<file path="config.mk">
export PLATFORM = sky130hd
export DESIGN_NAME = pipe_collision_score
export DESIGN_NICKNAME = d
export VERILOG_FILES = /design/src/rtl/flappy_pkg.sv /design/src/rtl/pipe_collision_score_bcd_counter3.sv /design/src/rtl/pipe_collision_score.sv
export SDC_FILE = /design/constraint.sdc
export NUM_CORES = 1
export LEC_CHECK = 0
export ABC_CLOCK_PERIOD_IN_PS = 3600
export BUFFER_PORTS_ARGS = -buffer_cell sky130_fd_sc_hd__buf_2
export CORE_MARGIN = 3
export CORE_UTILIZATION = 25
export CTS_CLUSTER_DIAMETER = 200
export DETAILED_ROUTE_END_ITERATION = 7
export GPL_TIMING_DRIVEN = 0
export HOLD_SLACK_MARGIN = 0.03
export PLACE_DENSITY_LB_ADDON = 0.08
export SKIP_CTS_REPAIR_TIMING = 1
export SYNTH_ARGS = -nofsm -noshare
export SYNTH_HDL_FRONTEND = slang
export SYNTH_SLANG_ARGS = --single-unit
</file>
<file path="constraint.sdc">
create_clock -name game_clk -period 3.6 [get_ports game_clk]
set_input_delay 0.72 -clock game_clk [delete_from_list [all_inputs] [get_ports game_clk]]
set_output_delay 0.72 -clock game_clk [all_outputs]
set_load 0.02 [all_outputs]
</file>
<file path="src/rtl/flappy_pkg.sv">
// Purpose: shared constants and types for the flappy game datapath (pipe mover, collision/score).
// Latency: n/a (package only).
// Backpressure: n/a.
// Contents: state encoding, playfield geometry defaults, pipe width / respawn edge, speed helper.
package flappy_pkg;

  // Game state encoding (also the value seen on the 2-bit state output)
  localparam logic [1:0] STATE_READY = 2'b00;
  localparam logic [1:0] STATE_PLAY  = 2'b01;
  localparam logic [1:0] STATE_HIT   = 2'b10;
  localparam logic [1:0] STATE_OVER  = 2'b11;

  typedef enum logic [1:0] {
    ST_READY = STATE_READY,
    ST_PLAY  = STATE_PLAY,
    ST_HIT   = STATE_HIT,
    ST_OVER  = STATE_OVER
  } game_state_t;

  // Playfield geometry defaults
  localparam logic [9:0] BIRD_X_DEF  = 10'd100;
  localparam logic [9:0] BIRD_W_DEF  = 10'd24;
  localparam logic [9:0] BIRD_H_DEF  = 10'd18;
  localparam logic [9:0] GAP_H_DEF   = 10'd80;
  localparam logic [9:0] CEIL_Y_DEF  = 10'd45;
  localparam logic [9:0] FLOOR_Y_DEF = 10'd420;
  localparam logic [7:0] HIT_TICKS_DEF = 8'd60;

  // Shared with the pipe mover: pipe width and right edge right after respawn/reset
  localparam logic [9:0] PIPE_W     = 10'd41;
  localparam logic [9:0] PIPE_RST_R = 10'd191;

  // Pipe speed from the BCD score (hundreds and tens digits only):
  // <10 -> 1, 10..29 -> 2, >=30 -> 3
  function automatic logic [1:0] speed_for_score(input logic [7:0] hund_tens);
    logic [1:0] spd;
    if (hund_tens[7:4] != 4'd0 || hund_tens[3:0] >= 4'd3) spd = 2'd3;
    else if (hund_tens[3:0] != 4'd0)                       spd = 2'd2;
    else                                                   spd = 2'd1;
    return spd;
  endfunction

endpackage

</file>
<file path="src/rtl/pipe_collision_score_bcd_counter3.sv">
// Purpose: 3-digit BCD score counter with clear and increment, saturating at 999.
// Latency: 1 game_clk; bcd_next exposes the value that will be loaded on the next edge.
// Backpressure: none; inc is ignored at 999, clr has priority over inc.
// Ports: game_clk, reset (async high), inc, clr -> bcd {hundreds,tens,ones}, bcd_next.
module bcd_counter3 (
  input  logic        game_clk,
  input  logic        reset,
  input  logic        inc,
  input  logic        clr,
  output logic [11:0] bcd,
  output logic [11:0] bcd_next
);

  always_comb begin
    bcd_next = bcd;
    if (clr) begin
      bcd_next = 12'h000;
    end else if (inc && bcd != 12'h999) begin
      if (bcd[3:0] != 4'd9) begin
        bcd_next[3:0] = bcd[3:0] + 4'd1;
      end else begin
        bcd_next[3:0] = 4'd0;
        if (bcd[7:4] != 4'd9) begin
          bcd_next[7:4] = bcd[7:4] + 4'd1;
        end else begin
          // hundreds cannot be 9 here: 999 was excluded above
          bcd_next[7:4]  = 4'd0;
          bcd_next[11:8] = bcd[11:8] + 4'd1;
        end
      end
    end
  end

  always_ff @(posedge game_clk or posedge reset) begin
    if (reset) bcd <= 12'h000;
    else       bcd <= bcd_next;
  end

endmodule

</file>
<file path="src/rtl/pipe_collision_score.sv">
// Purpose: bird/pipe collision and pass detection, BCD score, game-state FSM, pipe velocity.
// Latency: 1 game_clk from hit / flap rising edge / pass to state, score and velocity.
// Backpressure: none; velocity 0 freezes the upstream pipe mover outside PLAY.
// Ports: game_clk, reset (async high), flap, bird_y, pipe_l/r/t/b in;
//        state, velocity, score_bcd, game_over out.
module pipe_collision_score
  import flappy_pkg::*;
#(
  parameter logic [9:0] BIRD_X    = BIRD_X_DEF,
  parameter logic [9:0] BIRD_W    = BIRD_W_DEF,
  parameter logic [9:0] BIRD_H    = BIRD_H_DEF,
  parameter logic [9:0] GAP_H     = GAP_H_DEF,
  parameter logic [9:0] CEIL_Y    = CEIL_Y_DEF,
  parameter logic [9:0] FLOOR_Y   = FLOOR_Y_DEF,
  parameter logic [7:0] HIT_TICKS = HIT_TICKS_DEF
) (
  input  logic        game_clk,
  input  logic        reset,
  input  logic        flap,
  input  logic [9:0]  bird_y,
  input  logic [9:0]  pipe_l,
  input  logic [9:0]  pipe_r,
  input  logic [9:0]  pipe_t,
  input  logic [9:0]  pipe_b,
  output logic [1:0]  state,
  output logic [1:0]  velocity,
  output logic [11:0] score_bcd,
  output logic        game_over
);

  game_state_t cur_state, nxt_state;
  logic        flap_q;
  logic        flap_rise;
  logic [9:0]  pipe_r_q;
  logic [7:0]  hit_cnt, hit_cnt_nxt;
  logic [1:0]  velocity_nxt;
  logic        score_inc, score_clr;
  logic [11:0] score_nxt;

  // The upper pipe extends from pipe_t to the gap; only the gap edge matters for collision.
  logic unused_pipe_t;
  assign unused_pipe_t = ^pipe_t;

  assign flap_rise = flap & ~flap_q;

  // Overlap tests, all in 11 bits. The upper-gap test is rearranged as
  // bird_y + GAP_H < pipe_b so a small pipe_b cannot underflow.
  logic [10:0] bird_right, bird_bottom, bird_gap;
  logic        x_ov, y_ov, bound, hit, pass;

  assign bird_right  = {1'b0, BIRD_X} + {1'b0, BIRD_W};
  assign bird_bottom = {1'b0, bird_y} + {1'b0, BIRD_H};
  assign bird_gap    = {1'b0, bird_y} + {1'b0, GAP_H};

  assign x_ov  = (bird_right > {1'b0, pipe_l}) & (BIRD_X < pipe_r);
  assign y_ov  = (bird_gap < {1'b0, pipe_b}) | (bird_bottom > {1'b0, pipe_b});
  assign bound = (bird_y < CEIL_Y) | (bird_bottom > {1'b0, FLOOR_Y});
  assign hit   = (x_ov & y_ov) | bound;

  // Pipe right edge crossed the bird's left column moving left. A respawn jumps
  // from low to high, which fails the second term and is never counted.
  assign pass = (pipe_r_q >= BIRD_X) & (pipe_r < BIRD_X);

  always_comb begin
    nxt_state   = cur_state;
    hit_cnt_nxt = 8'd0;
    score_inc   = 1'b0;
    score_clr   = 1'b0;
    case (cur_state)
      ST_READY: begin
        if (flap_rise) nxt_state = ST_PLAY;
      end
      ST_PLAY: begin
        if (hit)       nxt_state = ST_HIT;
        else if (pass) score_inc = 1'b1;
      end
      ST_HIT: begin
        if (hit_cnt == HIT_TICKS - 8'd1) nxt_state = ST_OVER;
        else                             hit_cnt_nxt = hit_cnt + 8'd1;
      end
      ST_OVER: begin
        if (flap_rise) begin
          nxt_state = ST_READY;
          score_clr = 1'b1;
        end
      end
      default: nxt_state = ST_READY;
    endcase
  end

  bcd_counter3 u_score (
    .game_clk (game_clk),
    .reset    (reset),
    .inc      (score_inc),
    .clr      (score_clr),
    .bcd      (score_bcd),
    .bcd_next (score_nxt)
  );

  // Speed follows the score as updated on this same edge.
  assign velocity_nxt = (nxt_state == ST_PLAY) ? speed_for_score(score_nxt[11:4]) : 2'd0;

  always_ff @(posedge game_clk or posedge reset) begin
    if (reset) begin
      cur_state <= ST_READY;
      hit_cnt   <= 8'd0;
      velocity  <= 2'd0;
      flap_q    <= 1'b0;
      pipe_r_q  <= PIPE_RST_R;
    end else begin
      cur_state <= nxt_state;
      hit_cnt   <= hit_cnt_nxt;
      velocity  <= velocity_nxt;
      flap_q    <= flap;
      pipe_r_q  <= pipe_r;
    end
  end

  assign state     = cur_state;
  assign game_over = (cur_state == ST_OVER);

endmodule

</file>
==> flow_summary.toml, run 1 <==
[outcome]
status = "complete, no violations"

[setup_path]
required_ns = 3.77
worst_ep_arrival_time_ns = 3.33
critical_path.max_fanout = 7
worstRegToRegCells = 10
cp-start-kind = "primary input"
critPathKind = "in -> reg"
r2r_slack_ns = 1.02
end_kind = "flip-flop"
reg2reg_from = "u_score.bcd[1]"
r2r-end = "velocity[1]"

[detailed_routing]
drtIter0Drc = 64
finalWirelength_um = 6110
drt-vias-per-instance = 4.56
routedWlPerCell_um = 13.5
post-route-drc-count = 0
num_vias = 2067
first_pass_iters = 4
drt.antenna.violating_nets = 0

[floorplan]
die_w_um = 106
io_pins = 70
num_rows = 35
core_mm2 = 0.00946
die_y_um = 106
start_util_pct = 26.3
die_area_mm2 = 0.0112

[clock_tree]
cts_tree = "done"
cts_buffers = 5
htree_num_levels = 2
clock-sinks = 33
ctsLongestPathBuffers = 2
insertion_delay_ns = 0.29
clk_pin_slew_ns = 0.07
root_buffer = "clkbuf_8"

[placement]
port-buffer-count = 55
post-place-ws_ns = 0.113
dpl.hpwl_um = 4910
gp_congestion = 0.748
placed_cells = 445

[power]
p_leak_nw = 1.46
power.density_mw_per_mm2 = 384
power.total_w = 0.00117
vdd_drop_max_mv = 0.134

[logic_synthesis]
synthCells = 261
synth_area_per_cell_um2 = 9.54
yosys_warnings = 0
synthArstFlopShare_pct = 100
synth_common_cells = "28 x dfrtp_1, 27 x ha_1, 22 x nor2_1, 21 x inv_1, 15 x nand2_1"
synth_ff_type = "dfrtp_1"
synth_seq_area_share_pct = 33.4
synth_edf_count = 0
yosysMostFrequentCell = "dfrtp_1"
synth.cell_area_mm2 = 0.00249
synth_cell_types = 61
synthesis.nets = 341
yosysTopAreaCell = "dfrtp_1"
synth_top_area_share_pct = 28.1
synth.area.top_cells = "dfrtp_1 28%, ha_1 14%, dfstp_2 5.3%"
ys_seq_elements = 33

[sta]
setup_viol = 0
hold_viol = 0
fin_skew_ns = 0.00685
fin_crit_sh_pct = 87.6
rsz0062_at_grt = "false"
fmax_mhz = 317
drv_slew = 0
maxSlewHeadroom_pct = 52.7
worst_pin_slew_ns = 0.708
period_minus_slack_ns = 3.15
finalSetupTns_ns = 0
fin_ws_ns = 0.446

[global_routing]
first_global_vias = 2127
grt_antenna_before_repair = 0
grt_max_degree = 34
overflow = 0
grt_pass1_wl_um = 10300
grt_use_total_pct = 11.4

[worst_hold_path]
hp-class = "reg -> reg"
hold_depth = 1
min-delay-start = "hit_cnt[0]"
min_to = "hit_cnt[0]"

[final_layout]
diodes = 0
drive_gt1_share_pct = 27.2
nets = 403
fin_cells = 453
utilization_pct = 32.2
syn_to_final_growth_pct = 22.2

[run]
max_cap_violations = 0
[worst max-delay path by stage]
stage	from	endpoint	slack, ns	cells past startpoint
global route	bird_y[1]	velocity[1]	0.22	14
floorplan	bird_y[1]	velocity[1]	0.63	12
global placement	bird_y[1]	velocity[1]	0.12	13
CTS	bird_y[1]	velocity[1]	0.43	13
detailed placement	bird_y[1]	velocity[1]	0.11	13
finish	bird_y[1]	velocity[1]	0.45	13
[cell usage in the layout, fill, tap and decap left out, types with 2 or more instances in the layout]
master     instances
xor2_2             2
buf_2             57
a21o_1             6
nand2b_1           5
nand2_1           15
nand3_1           11
o2111ai_1          3
a21oi_1           11
nor3_1             8
o21ai_1            2
o21ai_0            8
inv_1             20
inv_2              2
o31a_1             3
dfstp_2            5
or3_1              2
nor2_1            22
xnor2_1           10
clkbuf_8           6
o21a_1             2
and3_1             3
nor3b_1            2
o21bai_1           3
clkbuf_1           2
nor4_1             2
dfrtp_1           28
a211oi_1           2
ha_1              27
nor2b_1            5
and2_1             3
nand4_1            4
xor2_1             9
mux2i_1            4
[where the power goes]
part | internal (W) | switching [W]
combinational | 0.000135 | 0.000217
sequential | 0.000409 | 0.0000433
clock | 0.000226 | 0.000140
[stage by stage]
step                cell area (um2)  hold WS, ns
finish                         3040        0.483
global route                   3040        0.532
CTS                            3040        0.490
detailed placement             2930        0.481
global placement               2930        0.479
floorplan                      2490        0.455
[critical path: stages]
cell and delay, ns:
buf_2 0.15, ha_1 0.25, a21oi_2 0.28, nor3_4 0.09
xor2_2 0.37, ha_1 0.34, nand4_1 0.10, nor3_1 0.05
nor2_1 0.08, a22oi_1 0.09, o31a_1 0.35, mux2_1 0.33
o31a_1 0.12
[layer usage]
layer  up-vias  share of wire, %  GRT usage [%]
met5         -                 0              0
met1       965                50           15.5
met2        38                45           18.3
met3         6               4.9           2.82
met4         0              0.93           2.22
li1       1058                 -              -
[flip-flops by register name, indices dropped and copies added, names as in the netlist]
name	cells
u_score.bcd	12
hit_cnt	8
pipe_r_q	8
state	2
velocity	2
flap_q	1
[cell families (layout without fill, tap and decap cells)]
family                   count (synthesis)  count (layout)  synth area share (%)
AND/OR/NAND/NOR                         93              93                  21.2
AO/OA/AOI/OAI                           57              57                  17.9
flip-flops                              33              33                  33.4
adder cells (fa/ha/maj)                 27              27                  13.6
buffers and inverters                   25              88                  3.87
XOR/XNOR                                21              21                  7.99
multiplexers                             5               5                  2.06
[layout make-up]
cell class / count / area (um2)
Buffer: 3 / 13.8
Clock buffer: 7 / 86.3
Clock inverter: 1 / 30.0
Fill cell: 1024 / 6410
Inverter: 22 / 82.6
Multi-Input combinational cell: 203 / 1560
Sequential cell: 33 / 832
Tap cell: 129 / 161
Timing Repair Buffer: 55 / 275
(Power assumes the default switching activity.)
==> run 2: changes to the inputs <==
--- a/config.mk
+++ b/config.mk
@@ -8,7 +8,7 @@
 export ABC_CLOCK_PERIOD_IN_PS = 3600
 export BUFFER_PORTS_ARGS = -buffer_cell sky130_fd_sc_hd__buf_2
 export CORE_MARGIN = 3
-export CORE_UTILIZATION = 25
+export CORE_UTILIZATION = 57
 export CTS_CLUSTER_DIAMETER = 200
 export DETAILED_ROUTE_END_ITERATION = 7
 export GPL_TIMING_DRIVEN = 0
==> run 2 against run 1 <==
  * Final cell count shrank 17%
  * Maximum frequency is 0.79% higher
  * Combinational power is essentially flat
  * Non-clock buffer count unchanged
  * Flip-flop and latch count unchanged
  * Cell area shrank 4.0%
  * Power shrank 6.7%
  * Clock power decreased by 21%
  * Via count is 1.6% higher
  * Register-to-register slack improved by 0.02 ns
==> flow_summary.toml, run 2 (synthesis results as in run 1) <==
[sta]
fmax_mhz = 320
period_minus_slack_ns = 3.13
maxSlewHeadroom_pct = 20.4
hold_viol = 0
fin_ws_ns = 0.471
fin_skew_ns = 0.00705
fin_crit_sh_pct = 86.9
setup_viol = 0
worst_pin_slew_ns = 1.19
finalSetupTns_ns = 0
drv_slew = 0
rsz0062_at_grt = "false"

[global_routing]
met1_usage_pct = 29.6
grt_max_degree = 34
grt_pass1_wl_um = 9290
first_global_vias = 2048
overflow = 0
grt_use_total_pct = 22.7
grt_busiest_layer = "met2"
grt_antenna_before_repair = 0
met2_usage_pct = 38.5
grt_util_met3_pct = 4.29

[detailed_routing]
drt-vias-per-instance = 5.61
first_pass_iters = 4
routedWlPerCell_um = 14.4
num_vias = 2100
drt.antenna.violating_nets = 0
drtIter0Drc = 76
finalWirelength_um = 5370
post-route-drc-count = 0

[setup_path]
end_kind = "flip-flop"
worst_ep_arrival_time_ns = 3.30
required_ns = 3.77
reg2reg_from = "u_score.bcd[1]"
worstRegToRegCells = 10
critPathKind = "in -> reg"
critical_path.max_fanout = 7
r2r-end = "velocity[1]"
r2r_slack_ns = 1.04
cp-start-kind = "primary input"

[final_layout]
syn_to_final_growth_pct = 17.3
largest_register_ffs = 12
regMostFlops = "u_score.bcd"
fill_cells = 350
nets = 403
layout_common_cells = "57 x buf_2, 28 x dfrtp_1, 27 x ha_1"
drive_gt1_share_pct = 26.9
reg.largest.list = "u_score.bcd: 12 flops, hit_cnt: 8 flops, pipe_r_q: 8 flops"
fin_cells = 374
final_common_cell = "buf_2"
diodes = 0

[power]
power.total_w = 0.00109
power.density_mw_per_mm2 = 373
p_leak_nw = 1.45
vdd_drop_max_mv = 0.323

[clock_tree]
root_buffer = "clkbuf_8"
ctsLongestPathBuffers = 2
clock-sinks = 33
cts_buffers = 5
cts_tree = "done"
htree_num_levels = 2
clk_pin_slew_ns = 0.07
insertion_delay_ns = 0.28

[placement]
post-place-ws_ns = 0.174
port-buffer-count = 55
gp_congestion = 0.847
dpl.hpwl_um = 4360
placed_cells = 366

[worst_hold_path]
hp-class = "reg -> reg"
hold_depth = 1
min_to = "hit_cnt[0]"
min-delay-start = "hit_cnt[0]"

[floorplan]
num_rows = 23
io_pins = 70
die_w_um = 72.1
start_util_pct = 60.5
core_mm2 = 0.00412
die_area_mm2 = 0.00520
die_y_um = 72.1

[outcome]
status = "complete, no violations"

[run]
max_cap_violations = 0
==> run 2: changes by cell type in the layout (fill, tap and decap cells not counted), sizes merged <==
cell	before	now
bufinv	1	0
clkinvlp	0	1
==> run 2: critical path, stage by stage <==
cell	delay, ns
buf_2	0.15
ha_1	0.24
a21oi_2	0.30
nor3_4	0.09
xor2_2	0.35
ha_1	0.33
nand4_1	0.10
nor3_1	0.05
nor2_1	0.08
a22oi_1	0.09
o31a_1	0.34
mux2_1	0.33
o31a_1	0.12
==> run 2: worst max path at each step <==
stage | from | endpoint | slack, ns | cells after the start
final | bird_y[1] | velocity[1] | 0.47 | 13
after global routing | bird_y[1] | velocity[1] | 0.32 | 13
after CTS | bird_y[1] | velocity[0] | 0.48 | 13
after detailed placement | bird_y[1] | velocity[0] | 0.17 | 13
after global placement | bird_y[1] | velocity[1] | 0.20 | 13
after floorplan | bird_y[1] | velocity[1] | 0.63 | 12
==> run 2: routing by layer <==
layer	vias up	routed length [um]
met2	44	2650
met3	5	244
li1	1060	-
met1	991	2430
met4	0	51
met5	-	0
==> run 2: cell type report <==
cell class	count	area (um2)	share of cell area (%)
Buffer	3	13.8	0.471
Clock inverter	1	7.51	0.257
Multi-Input combinational cell	203	1560	53.5
Timing Repair Buffer	55	275	9.42
Tap cell	50	62.6	2.14
Sequential cell	33	832	28.5
Clock buffer	7	86.3	2.95
Inverter	22	82.6	2.83
==> run 2: per-stage QoR <==
step | area [um2] | utilization, % | hold slack (ns)
final | 2920 | 71.0 | 0.496
after global routing | 2920 | 71.0 | 0.526
after CTS | 2920 | 71.0 | 0.499
after detailed placement | 2830 | 68.7 | 0.491
after global placement | 2830 | 68.7 | 0.475
after floorplan | 2490 | - | 0.455
==> run 2: power by group <==
| part | leakage (nW) | switching [W] | internal (W) | total (W) |
|---|---|---|---|---|
| clock | 0.0445 | 0.000134 | 0.000155 | 0.000289 |
| combinational | 0.980 | 0.000215 | 0.000135 | 0.000349 |
| sequential | 0.427 | 0.0000434 | 0.000409 | 0.000452 |
